`src/rtl/mc_pkg.sv`:
```
// mc_pkg: shared definitions for the LEGv8 multicycle control unit.
//   - state_t   : control FSM states
//   - opclass_t : instruction class produced by the opcode decoder
//   - ALU_*     : 4-bit ALU operation codes driven on ALUControl
//   - SRCB_*    : ALUSrcB operand-select encodings
//   - OP_*      : opcode match constants for IR[31:21]
package mc_pkg;

  typedef enum logic [3:0] {
    S_FETCH,
    S_DECODE,
    S_EXEC_R,
    S_ALU_WB,
    S_MEM_ADDR,
    S_MEM_RD,
    S_MEM_WB,
    S_MEM_WR,
    S_CB_EX,
    S_B_EX,
    S_ILLEGAL
  } state_t;

  typedef enum logic [2:0] {
    CL_RTYPE,
    CL_LOAD,
    CL_STORE,
    CL_CBZ,
    CL_CBNZ,
    CL_B,
    CL_ILLEGAL
  } opclass_t;

  localparam logic [3:0] ALU_AND   = 4'b0000;
  localparam logic [3:0] ALU_ORR   = 4'b0001;
  localparam logic [3:0] ALU_ADD   = 4'b0010;
  localparam logic [3:0] ALU_SUB   = 4'b0110;
  localparam logic [3:0] ALU_PASSB = 4'b0111;

  localparam logic [1:0] SRCB_REG  = 2'b00;
  localparam logic [1:0] SRCB_IMM  = 2'b01;
  localparam logic [1:0] SRCB_FOUR = 2'b10;

  localparam logic [10:0] OP_ADD  = 11'b10001011000;
  localparam logic [10:0] OP_SUB  = 11'b11001011000;
  localparam logic [10:0] OP_AND  = 11'b10001010000;
  localparam logic [10:0] OP_ORR  = 11'b10101010000;
  localparam logic [10:0] OP_LDUR = 11'b11111000010;
  localparam logic [10:0] OP_STUR = 11'b11111000000;
  // Branch opcodes only match on their leading bits; the rest is immediate.
  localparam logic [7:0]  OP_CBZ_PFX  = 8'b10110100;
  localparam logic [7:0]  OP_CBNZ_PFX = 8'b10110101;
  localparam logic [5:0]  OP_B_PFX    = 6'b000101;

endpackage

```
`src/rtl/mc_opdecode.sv`:
```
// mc_opdecode: combinational opcode decoder for the multicycle control unit.
// Ports:
//   Op    in  11 : opcode field IR[31:21]
//   cls   out    : instruction class (CL_ILLEGAL when nothing matches)
//   aluop out 4  : ALU operation for R-type instructions (ADD otherwise)
// Build option: MC_CBNZ_EN makes the CBNZ opcode decode as CL_CBNZ instead
// of falling through to CL_ILLEGAL.
module mc_opdecode
  import mc_pkg::*;
(
  input  logic [10:0] Op,
  output opclass_t    cls,
  output logic [3:0]  aluop
);

  always_comb begin
    cls   = CL_ILLEGAL;
    aluop = ALU_ADD;
    if (Op == OP_ADD) begin
      cls   = CL_RTYPE;
      aluop = ALU_ADD;
    end else if (Op == OP_SUB) begin
      cls   = CL_RTYPE;
      aluop = ALU_SUB;
    end else if (Op == OP_AND) begin
      cls   = CL_RTYPE;
      aluop = ALU_AND;
    end else if (Op == OP_ORR) begin
      cls   = CL_RTYPE;
      aluop = ALU_ORR;
    end else if (Op == OP_LDUR) begin
      cls = CL_LOAD;
    end else if (Op == OP_STUR) begin
      cls = CL_STORE;
    end else if (Op[10:3] == OP_CBZ_PFX) begin
      cls = CL_CBZ;
`ifdef MC_CBNZ_EN
    end else if (Op[10:3] == OP_CBNZ_PFX) begin
      cls = CL_CBNZ;
`endif
    end else if (Op[10:5] == OP_B_PFX) begin
      cls = CL_B;
    end
  end

endmodule

```
`src/rtl/mc_control.sv`:
```
// mc_control: Moore control FSM for the LEGv8 multicycle datapath.
// Sequences FETCH -> DECODE -> execute/memory/write-back states and drives
// the ALU operation and operand selects, datapath strobes and Illegal.
// Ports:
//   clk, reset (async, active-high)
//   Op[10:0]     : IR[31:21], only looked at in DECODE
//   zero         : ALU zero flag, only looked at in CB_EX
//   mem_ready    : memory handshake, only looked at in FETCH/MEM_RD/MEM_WR
//   ALUControl[3:0], ALUSrcA, ALUSrcB[1:0], PCSrc : ALU / PC selects
//   PCWrite, IRWrite, MemRead, MemWrite, RegWrite, MemtoReg, Reg2Loc : strobes
//   Illegal      : FSM is parked in the ILLEGAL state
// Build option: MC_CBNZ_EN enables CBNZ (branch when zero is low).
module mc_control
  import mc_pkg::*;
(
  input  logic        clk,
  input  logic        reset,
  input  logic [10:0] Op,
  input  logic        zero,
  input  logic        mem_ready,
  output logic [3:0]  ALUControl,
  output logic        ALUSrcA,
  output logic [1:0]  ALUSrcB,
  output logic        PCSrc,
  output logic        PCWrite,
  output logic        IRWrite,
  output logic        MemRead,
  output logic        MemWrite,
  output logic        RegWrite,
  output logic        MemtoReg,
  output logic        Reg2Loc,
  output logic        Illegal
);

  state_t     state, state_nxt;
  opclass_t   dec_cls, cls_r;
  logic [3:0] dec_aluop, aluop_r;

  mc_opdecode u_opdecode (
    .Op    (Op),
    .cls   (dec_cls),
    .aluop (dec_aluop)
  );

  always_ff @(posedge clk or posedge reset) begin
    if (reset) begin
      state <= S_FETCH;
      cls_r <= CL_ILLEGAL;
    end else begin
      state <= state_nxt;
      if (state == S_DECODE) cls_r <= dec_cls;
    end
  end

  // ALU op is pure datapath information; it is always written in DECODE
  // before any state that reads it, so it needs no reset.
  always_ff @(posedge clk) begin
    if (state == S_DECODE) aluop_r <= dec_aluop;
  end

  always_comb begin
    state_nxt = state;
    case (state)
      S_FETCH:    if (mem_ready) state_nxt = S_DECODE;
      S_DECODE: begin
        case (dec_cls)
          CL_RTYPE:          state_nxt = S_EXEC_R;
          CL_LOAD, CL_STORE: state_nxt = S_MEM_ADDR;
          CL_CBZ, CL_CBNZ:   state_nxt = S_CB_EX;
          CL_B:              state_nxt = S_B_EX;
          default:           state_nxt = S_ILLEGAL;
        endcase
      end
      S_EXEC_R:   state_nxt = S_ALU_WB;
      S_ALU_WB:   state_nxt = S_FETCH;
      S_MEM_ADDR: state_nxt = (cls_r == CL_LOAD) ? S_MEM_RD : S_MEM_WR;
      S_MEM_RD:   if (mem_ready) state_nxt = S_MEM_WB;
      S_MEM_WB:   state_nxt = S_FETCH;
      S_MEM_WR:   if (mem_ready) state_nxt = S_FETCH;
      S_CB_EX:    state_nxt = S_FETCH;
      S_B_EX:     state_nxt = S_FETCH;
      S_ILLEGAL:  state_nxt = S_ILLEGAL;
      default:    state_nxt = S_FETCH;
    endcase
  end

  // The state register already sits in FETCH during reset, but FETCH drives
  // MemRead; the reset term masks every output back to its idle value.
  always_comb begin
    ALUControl = ALU_ADD;
    ALUSrcA    = 1'b0;
    ALUSrcB    = SRCB_REG;
    PCSrc      = 1'b0;
    PCWrite    = 1'b0;
    IRWrite    = 1'b0;
    MemRead    = 1'b0;
    MemWrite   = 1'b0;
    RegWrite   = 1'b0;
    MemtoReg   = 1'b0;
    Reg2Loc    = 1'b0;
    Illegal    = 1'b0;
    if (!reset) begin
      case (state)
        S_FETCH: begin
          MemRead = 1'b1;
          ALUSrcA = 1'b1;
          ALUSrcB = SRCB_FOUR;
          IRWrite = mem_ready;
          PCWrite = mem_ready;
        end
        S_DECODE: begin
          // Speculatively form the branch target into ALUOut.
          ALUSrcA = 1'b1;
          ALUSrcB = SRCB_IMM;
          Reg2Loc = (dec_cls == CL_STORE) || (dec_cls == CL_CBZ) ||
                    (dec_cls == CL_CBNZ);
        end
        S_EXEC_R: begin
          ALUSrcB    = SRCB_REG;
          ALUControl = aluop_r;
        end
        S_ALU_WB: RegWrite = 1'b1;
        S_MEM_ADDR: ALUSrcB = SRCB_IMM;
        S_MEM_RD: MemRead = 1'b1;
        S_MEM_WB: begin
          RegWrite = 1'b1;
          MemtoReg = 1'b1;
        end
        S_MEM_WR: begin
          MemWrite = 1'b1;
          Reg2Loc  = 1'b1;
        end
        S_CB_EX: begin
          ALUSrcB    = SRCB_REG;
          ALUControl = ALU_PASSB;
          Reg2Loc    = 1'b1;
          PCSrc      = 1'b1;
          PCWrite    = (cls_r == CL_CBNZ) ? ~zero : zero;
        end
        S_B_EX: begin
          PCSrc   = 1'b1;
          PCWrite = 1'b1;
        end
        S_ILLEGAL: Illegal = 1'b1;
        default: ;
      endcase
    end
  end

endmodule

```
`config.mk`:
```
export PLATFORM = sky130hd
export DESIGN_NAME = mc_control
export DESIGN_NICKNAME = d
export VERILOG_FILES = /design/src/rtl/mc_pkg.sv /design/src/rtl/mc_opdecode.sv /design/src/rtl/mc_control.sv
export SDC_FILE = /design/constraint.sdc
export NUM_CORES = 1
export LEC_CHECK = 0
export ABC_AREA = 1
export BUFFER_PORTS_ARGS = -buffer_cell sky130_fd_sc_hd__buf_4
export CAP_MARGIN = 20
export CORE_MARGIN = 2
export CORE_UTILIZATION = 51
export CTS_CLUSTER_SIZE = 40
export DETAILED_ROUTE_END_ITERATION = 16
export GPL_ROUTABILITY_DRIVEN = 0
export HOLD_SLACK_MARGIN = 0.15
export MAX_ROUTING_LAYER = met4
export PLACE_DENSITY = 0.87
export SYNTH_ARGS = -nofsm -noshare
export SYNTH_HDL_FRONTEND = slang
export SYNTH_SLANG_ARGS = --single-unit
```
`constraint.sdc`:
```
create_clock -name clk -period 1.58 [get_ports clk]
set_clock_uncertainty 0.2 [all_clocks]
set_input_delay 0.158 -clock clk [delete_from_list [all_inputs] [get_ports clk]]
set_output_delay 0.158 -clock clk [all_outputs]
set_load 0.1 [all_outputs]
```
==> flow_summary.json, run 1 <==
{
  "status": "aborted with a tool error",
  "failed_stage": "clock tree synthesis",
  "error": "[ERROR DPL-0038] Utilization greater than 100%, impossible to legalize",
  "cts_buffer_depth": 2,
  "synthFlopType": "dfrtp_1",
  "ys.warnings.count": 0,
  "synth-edff-count": 3,
  "yosys.area_share.simple_pct": 46.4,
  "ys_seq_elements": 10,
  "die_h_um": 49.0,
  "dp_cells": 260,
  "die_w_um": 49.0,
  "netlist_area_um2": 1030,
  "synth_top_family_by_area": "simple AND/OR/NAND/NOR gates",
  "async_flop_share_pct": 70.0,
  "start_util_pct": 53.2,
  "synth_compound_area_share_pct": 11.9,
  "cts_hold_buffers": 2,
  "synth_nets": 184,
  "port_buffers": 29,
  "yosysSeqAreaShare_pct": 25.9,
  "synthXorXnorAreaFrac_pct": 0,
  "dp_hpwl_um": 2830,
  "avgSynthCellArea_um2": 6.11,
  "cts_made_buffers": 3,
  "synthCells": 169,
  "synthMuxAreaShare_pct": 0,
  "synth_adder_area_share_pct": 0,
  "h-tree-depth": 1,
  "ios": 31,
  "clockRootBuffer": "clkbuf_4",
  "clkSinkCount": 10,
  "rows": 16,
  "postCtsSetupBuffers": 1,
  "post_cts_resized": 66,
  "synth.distinct_cells": 29
}
cell families after synthesis:
logic type	count (synthesis)
buffers and inverters	37
AOI/OAI and AO/OA	19
and+or+nand+nor	102
other	1
DFF	10
synthesized netlist by cell type, types with 4 or more instances:
master,number,area (µm²)
inv_1,25,93.8
a21oi_1,5,25.0
inv_2,7,26.3
dfrtp_1,5,125
nor2_2,9,56.3
nor2_1,24,90.1
nand2_2,8,50.1
o21ai_0,4,20.0
nand3_1,9,45.0
nand2_1,38,143
nor3_1,6,30.0
o21ai_1,5,25.0
through the flow:
step | hold slack [ns] | TNS (ns) | cell area [µm²] | setup WS (ns) | util, %
floorplan | -0.232 | -1.63 | 1250 | -0.285 | -
global placement | -0.0347 | -0.821 | 1750 | -0.168 | 90.2
detailed placement | -0.0183 | -1.65 | 1750 | -0.284 | 90.2
==> run 2, diff against run 1 <==
--- a/config.mk
+++ b/config.mk
@@ -8,14 +8,11 @@
 export ABC_AREA = 1
 export BUFFER_PORTS_ARGS = -buffer_cell sky130_fd_sc_hd__buf_4
 export CAP_MARGIN = 20
-export CORE_MARGIN = 2
-export CORE_UTILIZATION = 51
-export CTS_CLUSTER_SIZE = 40
+export CORE_AREA = 2 2 63 65
 export DETAILED_ROUTE_END_ITERATION = 16
+export DIE_AREA = 0 0 65 67
 export GPL_ROUTABILITY_DRIVEN = 0
-export HOLD_SLACK_MARGIN = 0.15
-export MAX_ROUTING_LAYER = met4
-export PLACE_DENSITY = 0.87
+export PLACE_DENSITY_LB_ADDON = 0.15
 export SYNTH_ARGS = -nofsm -noshare
 export SYNTH_HDL_FRONTEND = slang
 export SYNTH_SLANG_ARGS = --single-unit
==> flow_summary.json, run 2 <==
{
  "synth_nets": 184,
  "synth_compound_area_share_pct": 11.9,
  "die_w_um": 65,
  "nets": 265,
  "slowest_delay_ns": 0.39,
  "synthToLayoutAreaGrowth_pct": 125,
  "fill_cells": 292,
  "ys.warnings.count": 0,
  "regMostFlops": "state",
  "clkPwrFrac_pct": 6.6,
  "fin_area_um2": 2330,
  "fmax_mhz": 516,
  "drt_wl_total_um": 3660,
  "synth_top_family_by_area": "simple AND/OR/NAND/NOR gates",
  "power_density_nw_per_um2": 1730,
  "drt-initial-drc-count": 20,
  "die-area_um2": 4360,
  "multi_input_area_um2": 958,
  "reg_top3": "state (4), aluop_r (3), cls_r (3)",
  "ir_worst_vdd_v": 0.000567,
  "dp_hpwl_um": 2670,
  "vias_per_cell": 4.54,
  "dpl_cell_area_um2": 1730,
  "hp-start": "mem_ready",
  "synth-edff-count": 3,
  "synthMuxAreaShare_pct": 0,
  "rows": 22,
  "required_ns": 1.22,
  "synthCells": 169,
  "largest_register_ffs": 4,
  "final_common_cell": "buf_4",
  "ant_nets": 0,
  "track_usage_pct": 17.3,
  "p_sw_mw": 2.04,
  "cts_tree": "yes",
  "grt_pass1_vias": 1384,
  "dr_total_vias": 1348,
  "crit_family": "buffers and inverters",
  "cellLeakagePower_nw": 1.14,
  "layout-drive-gt1-share_pct": 65.9,
  "clk_pin_slew_worst_paths_ns": 0.05,
  "cts_made_buffers": 3,
  "cp_num_buf_inv": 3,
  "routedWlPerCell_um": 12.3,
  "path_common_cell": "nand2_4",
  "worstRegToRegCells": 10,
  "drc": 0,
  "startpoint_type": "register",
  "yosys.area_share.simple_pct": 46.4,
  "critPathArrivalTime_ns": 1.58,
  "status": "finished, violations left",
  "rsz0062_at_grt": "true",
  "start_util_pct": 28.6,
  "critical_path_class": "register to primary output",
  "seqCellArea_um2": 269,
  "grt_remaining_overflow": 0,
  "worstReg2RegEnd": "state[0]$_DFFE_PP0P_",
  "violations": "negative setup slack",
  "async_flop_share_pct": 70.0,
  "min_period_ns": 1.94,
  "synth.distinct_cells": 29,
  "cp_max_fo": 3,
  "finalHoldViolations": 0,
  "synthXorXnorAreaFrac_pct": 0,
  "ios": 31,
  "antenna_cells": 0,
  "port_buffers": 29,
  "avgSynthCellArea_um2": 6.11,
  "setup_violations": 23,
  "maxCapViolations": 0,
  "yosysSeqAreaShare_pct": 25.9,
  "hold_end": "state[2]$_DFFE_PP0P_",
  "dp_cells": 274,
  "final_cells": 297,
  "die_h_um": 67,
  "clkSinkCount": 10,
  "r2r_start": "state[0]$_DFFE_PP0P_",
  "cp.depth": 7,
  "intPower_mw": 1.99,
  "insertion_delay_ns": 0.23,
  "synth_top_area_share_pct": 13.8,
  "power_frac_comb_pct": 81.3,
  "netlist_area_um2": 1030,
  "synth_adder_area_share_pct": 0,
  "synth_common_cells": "38 x nand2_1, 25 x inv_1, 24 x nor2_1",
  "rrSetupSlack_ns": -0.19,
  "setup_tns_ns": -4.23,
  "antenna_found_initial": 0,
  "cp_slowest_cell": "dfrtp_1",
  "core_um2": 3610,
  "cp_cell_sequence": "inv_2 > nand2_4 > buf_6 > nor2_4 > nand2_4 > a31oi_4 > buf_12",
  "cp-end-kind": "primary output",
  "finalCritPeriodShare_pct": 123,
  "slew_viol_final": 0,
  "yosysTopAreaCell": "nand2_1",
  "p_sw_share_pct": 50.6,
  "seq_power_share_pct": 12.1,
  "clockRootBuffer": "clkbuf_8",
  "layout_setup_ws_ns": -0.357,
  "grt_max_degree": 13,
  "yosysMostFrequentCell": "nand2_1",
  "first_pass_iters": 4,
  "ys_top_cells_by_area": "nand2_1 14%, dfrtp_1 12%, inv_1 9.1%",
  "grt_pass1_wl_um": 5860,
  "hold_depth": 4,
  "utilization_pct": 64.5,
  "synthFlopType": "dfrtp_1",
  "ys_seq_elements": 10,
  "cts_buffer_depth": 2,
  "h-tree-depth": 1,
  "layout_common_cells": "48 x buf_4, 24 x nand2_1, 19 x inv_1",
  "hold_class": "primary input to register"
}
[run 2: cell counts after synthesis]
Identical to the previous run, type by type.
[run 2: what timing repair did]
item | CTS | global route
endpoints found under the hold margin | 7 | 0
hold buffers | 1 | 0
pin swaps | 16 | 17
endpoints found under the setup margin | 22 | 25
gates cloned | 0 | 0
setup buffers | 13 | 10
resized for setup | 88 | 23
[run 2: worst max-delay path by stage]
stage	from	endpoint	slack [ns]
global route	state[0]$_DFFE_PP0P_	Reg2Loc	-0.40
detailed placement	state[0]$_DFFE_PP0P_	ALUControl[2]	-0.23
floorplan	state[1]$_DFFE_PP0P_	Reg2Loc	-0.28
CTS	state[0]$_DFFE_PP0P_	Reg2Loc	-0.31
finish	state[3]$_DFFE_PP0P_	PCWrite	-0.36
global placement	state[0]$_DFFE_PP0P_	ALUControl[2]	-0.18
[run 2: cell families (layout without fill, tap and decap cells)]
kind of cell | Yosys count | count (layout)
buffers and inverters | 37 | 117
flip-flops | 10 | 10
AO/OA/AOI/OAI | 19 | 19
AND/OR/NAND/NOR | 102 | 102
other | 1 | 1
[run 2: per-layer routing]
layer | GRT usage [%] | routed length, µm
met1 | 18.2 | 1360
met2 | 35.2 | 2130
met3 | 2.36 | 100
met4 | 4.79 | 75
met5 | 0 | 0
[run 2: worst min-delay path, cell delays in order]
cell and delay, ns:
buf_4 0.12, a31oi_4 0.05, nand2_2 0.06, o21ai_1 0.05
[run 2: power by group through the flow]
stage               Combinational (mW)  Sequential, mW  Clock (mW)
floorplan                         1.63           0.454           0
global placement                  2.17           0.461           0
detailed placement                2.19           0.468           0
CTS                               2.98           0.471       0.271
global route                      3.45           0.490       0.290
finish                            3.28           0.487       0.266
[run 2: area by class of cell]
type / instances / share of cell area [%]
Multi-Input combinational cell: 122 / 41.2
Timing Repair Buffer: 80 / 36.7
Sequential cell: 10 / 11.6
Inverter: 33 / 5.97
Tap cell: 48 / 2.58
Clock buffer: 3 / 1.78
Clock inverter: 1 / 0.161
[run 2: per-stage QoR]
stage	setup WS [ns]	power [mW]	hold WS [ns]
after floorplan	-0.285	2.08	-0.232
after global placement	-0.185	2.64	-0.0202
after detailed placement	-0.228	2.66	-0.0105
after CTS	-0.314	3.72	0.0483
after global routing	-0.403	4.23	0.0600
final	-0.357	4.03	0.0500
Power figures use the tool's default switching activity.
